## src/rtl/llfifo_scheduler_if.sv

```systemverilog
// Upstream write port and downstream read port of the linked-list FIFO scheduler.
interface llfifo_scheduler_if #(
    parameter int unsigned WIDTH    = 8,
    parameter int unsigned ID_WIDTH = 1
);
    logic                in_valid;
    logic [ID_WIDTH-1:0] in_id;
    logic [WIDTH-1:0]    in_data;
    logic                in_ready;
    logic                out_valid;
    logic                out_ready;
    logic [WIDTH-1:0]    out_data;
    logic [ID_WIDTH-1:0] out_id;

    modport master (
        output in_valid, in_id, in_data, out_ready,
        input  in_ready, out_valid, out_data, out_id
    );

    modport slave (
        input  in_valid, in_id, in_data, out_ready,
        output in_ready, out_valid, out_data, out_id
    );
endinterface

```

## src/rtl/llfifo_scheduler.sv

```systemverilog
// Push/pop sequencer for the shared-memory linked-list FIFO bank: steers tagged
// writes into the addressed FIFO, drains non-empty FIFOs round-robin into one
// registered output, and issues at most one one-hot bank op per cycle.
module llfifo_scheduler #(
    parameter int unsigned WIDTH     = 8,
    parameter int unsigned NUM_FIFOS = 2,
    parameter int unsigned ID_WIDTH  = (NUM_FIFOS > 1) ? $clog2(NUM_FIFOS) : 1
) (
    input  logic                 clk,
    input  logic                 rst,
    llfifo_scheduler_if.slave    bus,
    output logic                 id_err,
    output logic [NUM_FIFOS-1:0] ff_push,
    output logic [NUM_FIFOS-1:0] ff_pop,
    output logic [WIDTH-1:0]     ff_data_in,
    input  logic                 ff_full,
    input  logic [NUM_FIFOS-1:0] ff_empty,
    input  logic [WIDTH-1:0]     ff_data_out
);

    logic                 out_valid_q;
    logic [WIDTH-1:0]     out_data_q;
    logic [ID_WIDTH-1:0]  out_id_q;
    logic [ID_WIDTH-1:0]  rr_ptr;
    logic                 pri;

    logic [NUM_FIFOS-1:0] ne_vec;
    logic [NUM_FIFOS-1:0] ne_shift;
    logic [ID_WIDTH-1:0]  pop_sel;
    logic                 pop_found;
    int unsigned          rr_idx;

    logic                 slot_free;
    logic                 push_ok;
    logic                 pop_ok;
    logic                 do_push;
    logic                 do_pop;
    logic                 id_ok;

    assign ne_vec        = ~ff_empty;
    assign ff_data_in    = bus.in_data;
    assign bus.out_valid = out_valid_q;
    assign bus.out_data  = out_data_q;
    assign bus.out_id    = out_id_q;

    // Round-robin pick: first non-empty FIFO after rr_ptr, wrapping.
    always_comb begin
        pop_sel   = '0;
        pop_found = 1'b0;
        rr_idx    = 0;
        ne_shift  = '0;
        for (int unsigned k = 1; k <= NUM_FIFOS; k++) begin
            rr_idx = 32'(rr_ptr) + k;
            if (rr_idx >= NUM_FIFOS) begin
                rr_idx = rr_idx - NUM_FIFOS;
            end
            ne_shift = ne_vec >> rr_idx;
            if (!pop_found && ne_shift[0]) begin
                pop_found = 1'b1;
                pop_sel   = ID_WIDTH'(rr_idx);
            end
        end
    end

    // Push/pop arbitration; pri breaks ties so sustained demand alternates.
    always_comb begin
        slot_free    = !out_valid_q || bus.out_ready;
        push_ok      = bus.in_valid && !ff_full && !rst;
        pop_ok       = slot_free && (|ne_vec) && !rst;
        do_push      = push_ok && (!pop_ok || pri);
        do_pop       = pop_ok && (!push_ok || !pri);
        id_ok        = 32'(bus.in_id) < NUM_FIFOS;
        bus.in_ready = do_push;
        ff_push      = '0;
        ff_pop       = '0;
        if (do_push && id_ok) begin
            ff_push = NUM_FIFOS'(1) << bus.in_id;
        end
        if (do_pop) begin
            ff_pop = NUM_FIFOS'(1) << pop_sel;
        end
    end

    // Output register, round-robin pointer, tie-break priority and id error pulse.
    always_ff @(posedge clk) begin
        if (rst) begin
            out_valid_q <= 1'b0;
            out_data_q  <= '0;
            out_id_q    <= '0;
            rr_ptr      <= ID_WIDTH'(NUM_FIFOS - 1);
            pri         <= 1'b0;
            id_err      <= 1'b0;
        end else begin
            if (do_pop) begin
                out_valid_q <= 1'b1;
                out_data_q  <= ff_data_out;
                out_id_q    <= pop_sel;
                rr_ptr      <= pop_sel;
            end else if (out_valid_q && bus.out_ready) begin
                out_valid_q <= 1'b0;
            end
            if (push_ok && pop_ok) begin
                pri <= ~pri;
            end
            id_err <= do_push && !id_ok;
        end
    end

endmodule

```

## src/flat_wrapper.sv

```systemverilog
// flat-port wrapper written by rule: the top's interface ports become plain ports
module llfifo_scheduler_flat 
#(
    parameter int unsigned WIDTH     = 8,
    parameter int unsigned NUM_FIFOS = 2,
    parameter int unsigned ID_WIDTH  = (NUM_FIFOS > 1) ? $clog2(NUM_FIFOS) : 1
)
  (clk, rst, id_err, ff_push, ff_pop, ff_data_in, ff_full, ff_empty, ff_data_out, bus_in_valid, bus_in_id, bus_in_data, bus_out_ready, bus_in_ready, bus_out_valid, bus_out_data, bus_out_id);
  llfifo_scheduler_if #(.WIDTH(WIDTH), .ID_WIDTH(ID_WIDTH)) bus_i ();
  input  logic clk;
  input  logic rst;
  output logic id_err;
  output logic [NUM_FIFOS-1:0] ff_push;
  output logic [NUM_FIFOS-1:0] ff_pop;
  output logic [WIDTH-1:0] ff_data_in;
  input  logic ff_full;
  input  logic [NUM_FIFOS-1:0] ff_empty;
  input  logic [WIDTH-1:0] ff_data_out;
  input wire logic [$bits(bus_i.in_valid)-1:0] bus_in_valid;
  input wire logic [$bits(bus_i.in_id)-1:0] bus_in_id;
  input wire logic [$bits(bus_i.in_data)-1:0] bus_in_data;
  input wire logic [$bits(bus_i.out_ready)-1:0] bus_out_ready;
  output wire logic [$bits(bus_i.in_ready)-1:0] bus_in_ready;
  output wire logic [$bits(bus_i.out_valid)-1:0] bus_out_valid;
  output wire logic [$bits(bus_i.out_data)-1:0] bus_out_data;
  output wire logic [$bits(bus_i.out_id)-1:0] bus_out_id;
  assign bus_i.in_valid = bus_in_valid;
  assign bus_i.in_id = bus_in_id;
  assign bus_i.in_data = bus_in_data;
  assign bus_i.out_ready = bus_out_ready;
  assign bus_in_ready = bus_i.in_ready;
  assign bus_out_valid = bus_i.out_valid;
  assign bus_out_data = bus_i.out_data;
  assign bus_out_id = bus_i.out_id;
  llfifo_scheduler #(.WIDTH(WIDTH), .NUM_FIFOS(NUM_FIFOS), .ID_WIDTH(ID_WIDTH)) u_core (.clk(clk), .rst(rst), .bus(bus_i), .id_err(id_err), .ff_push(ff_push), .ff_pop(ff_pop), .ff_data_in(ff_data_in), .ff_full(ff_full), .ff_empty(ff_empty), .ff_data_out(ff_data_out));
endmodule
```

## config.mk

```make
export PLATFORM = sky130hd
export DESIGN_NAME = llfifo_scheduler_flat
export DESIGN_NICKNAME = d
export VERILOG_FILES = /design/src/rtl/llfifo_scheduler_if.sv /design/src/rtl/llfifo_scheduler.sv /design/src/flat_wrapper.sv
export SDC_FILE = /design/constraint.sdc
export NUM_CORES = 1
export LEC_CHECK = 0
export ABC_CLOCK_PERIOD_IN_PS = 1500
export BUFFER_PORTS_ARGS = -buffer_cell sky130_fd_sc_hd__buf_2
export CORE_MARGIN = 2
export CORE_UTILIZATION = 38
export CTS_CLUSTER_DIAMETER = 50
export CTS_CLUSTER_SIZE = 16
export DETAILED_ROUTE_END_ITERATION = 8
export PLACE_DENSITY_LB_ADDON = 0.1
export SETUP_SLACK_MARGIN = 0.5
export SLEW_MARGIN = 20
export SYNTH_ARGS = -nofsm -noshare
export SYNTH_HDL_FRONTEND = slang
export SYNTH_SLANG_ARGS = --single-unit
```

## constraint.sdc

```tcl
create_clock -name clk -period 1.5 [get_ports clk]
set_input_delay 0.225 -clock clk [delete_from_list [all_inputs] [get_ports clk]]
set_output_delay 0.225 -clock clk [all_outputs]
set_load 0.005 [all_outputs]
```

==> summary.txt <==
Logic synthesis
  • Yosys reg bits: 12
  • Mapped Area: 629 um2
  • Adder-Cell Fraction of Synth Area: 0
  • Post-synthesis mux area share: 0.175
  • Post-synthesis sequential area ratio: 0.382
  • Largest family of logic cells by synthesized area: simple AND/OR/NAND/NOR gates
  • Avg Cell Area, Syn: 9.99 um2
  • Syn_nets: 87
  • Mapped Cells: 63
  • Post-Synth Simple-Gate Area: 0.256
  • XOR/XNOR Fraction of Synth Area: 0
  • Compound-gate portion of the synthesized area: 0.0378
  • Post-synthesis cell type count: 23
  • Synth warn: 0

Cells and area
  • Fillers: 145
  • Share of layout cells above drive strength 1: 0.670
  • Fin util: 0.616
  • N_diodes: 0
  • Final nets: 123
  • Area Growth Syn to Fin: 49.1%

Die
  • Rows: 14
  • Core area: 1520 um2
  • Die area: 2000 um2
  • Die H: 44.7 um
  • Initial Util: 0.413
  • Die width: 44.7 um
  • Io pins: 48

Global routing
  • Number of global-route vias before repair: 463
  • Initial antenna violation count: 0
  • First-pass GRT wire length: 1840 um
  • GRT overflow: 0
  • Maximum number of pins on one net before global-route repair: 12
  • Total track usage: 0.129

CTS
  • H-tree Lvls: 1
  • Clk slew on worst S/H paths: 0.07 ns
  • Deepest clock path buffer count: 2
  • Clock Root Buffer: clkbuf_4
  • Clk sinks: 12
  • Clk Latency, worst-skew pair: 0.27 ns
  • Number of CTS-inserted buffers: 3
  • Hold buffer count at CTS: 0
  • CTS tree: done

Critical path
  • Crit path from: u_core.rr_ptr
  • R2r startpoint: u_core.pri
  • Worst Path Required: 1.27 ns
  • Crit path arrival time: 1.25 ns
  • Crit path max fanout: 3
  • Crit path kind: reg2out
  • FF-to-FF path depth: 6
  • Critical Path End Type: output pin
  • Critical path startpoint category: flip-flop

STA
  • Clock Skews: 0.00144 ns
  • Hold WS: 0.180 ns
  • Unrepaired setup endpoints after global routing: yes
  • Final worst-path cycle share: 0.981
  • Final hold vios: 0
  • Setup ws final: 0.0278 ns
  • Pins Over Slew Limit: 0
  • Max Clock Freq: 679 MHz
  • Final setup vio count: 0
  • Tmin final: 1.47 ns

Place
  • Gpl congestion: 0.705
  • Buffers added on ports: 30
  • DP Wirelength: 873 um
  • Worst slack at placement: 0.164 ns

Routing
  • Antenna viol nets, final: 0
  • DRT iter0 DRCs: 3
  • Drt first pass iters: 2
  • Aggregate routed wire length: 1240 um
  • # DRC: 0
  • Via/cell ratio: 4.65
  • Via count: 526
  • WL/cell: 11.0 um

Worst hold path
  • Hold crit path type: in2reg
  • Hold path cells: 2
  • HP Start: ff_data_out[3]

Run
  • Max_cap viols: 0

Power
  • Worst IR Drop VDD: 609 uV
  • Leakage: 0.489 nW
  • Cell Pwr Density: 827 nW/um2
  • Tot Pwr: 0.776 mW

Run status
  • Status: finished, final reports clean
[path summary, 6_finish.rpt]
check                            to  slack, ns
min          u_core.bus.out_data[3]       0.18
max                       ff_pop[0]       0.03
max reg2reg  u_core.bus.out_data[4]       0.09
min reg2reg       u_core.bus.out_id       0.47
[flip-flops by register name, indices dropped and copies added (netlist names)]
signal	cells
u_core.bus.out_data	8
u_core.bus.out_id	1
u_core.bus.out_valid	1
u_core.pri	1
u_core.rr_ptr	1
[final cells by class]
type,count,area (um2),area share
multi-input combinational,38,372,0.396
timing repair buffer,42,273,0.291
sequential,12,244,0.260
clock buffer,3,22.5,0.0240
tap,16,20.0,0.0213
inverter,2,7.51,0.00800
[Yosys cell counts, drive strengths merged]
library cell | n | area (um2)
buf | 10 | 78.8
nand2b | 2 | 20.0
nor2 | 1 | 3.75
nand4 | 1 | 12.5
a311oi | 1 | 8.76
a21oi | 1 | 5.00
and2 | 2 | 12.5
dfxtp | 12 | 240
inv | 2 | 7.51
mux2 | 8 | 90.1
conb | 1 | 3.75
clkbuf | 1 | 3.75
nand4b | 1 | 8.76
nor3b | 1 | 7.51
and2b | 1 | 8.76
nand2 | 3 | 11.3
nor2b | 10 | 62.6
nand3b | 1 | 7.51
or2 | 1 | 6.26
mux2i | 2 | 20.0
a221o | 1 | 10.0
[layout by cell type, fill, tap and decap left out, drive strengths merged]
cell / instances
buf: 42
dfxtp: 12
nor2b: 10
mux2: 8
nand2: 3
clkbuf: 3
and2: 2
mux2i: 2
inv: 2
nand2b: 2
a311oi: 1
or2: 1
nand3b: 1
nand4: 1
nor2: 1
and2b: 1
nand4b: 1
nor3b: 1
a221o: 1
a21oi: 1
conb: 1
[critical path, cell delays in order (launching register included)]
cell,delay [ns]
dfxtp_2,0.32
nor2b_4,0.12
or2_4,0.24
and2b_2,0.18
buf_2,0.12
[layer usage]
metal  part of all wire  wire (um)  up-vias  track usage
met1               0.47        579      228        0.151
met2               0.42        521       22        0.191
met4              0.022         27        0        0.133
li1                   -          -      270            -
met5                  0          0        -            0
met3              0.090        111        6       0.0240
[through the flow]
step	setup TNS, ns	std cells	cell area [um2]
after CTS	0	109	856
after global routing	-0.0788	113	938
after floorplan	0	63	649
after detailed placement	0	100	752
after global placement	0	100	752
final	0	113	938
[power by group]
group	internal, mW	switching, mW
Sequential	0.351	0.0146
Combinational	0.140	0.0768
Clock	0.0928	0.101
[kinds of logic after synthesis]
family / Yosys count
AOI/OAI and AO/OA: 3
muxes: 10
buffers and inverters: 13
other: 1
and+or+nand+nor: 24
DFF: 12
[timing repair]
| action | CTS | global route |
|---|---|---|
| setup buffers | 6 | 4 |
| gates resized for setup | 11 | 12 |
| pin swaps | 2 | 5 |
| endpoints found under the setup margin | 14 | 16 |
Power figures use the tool's default switching activity.
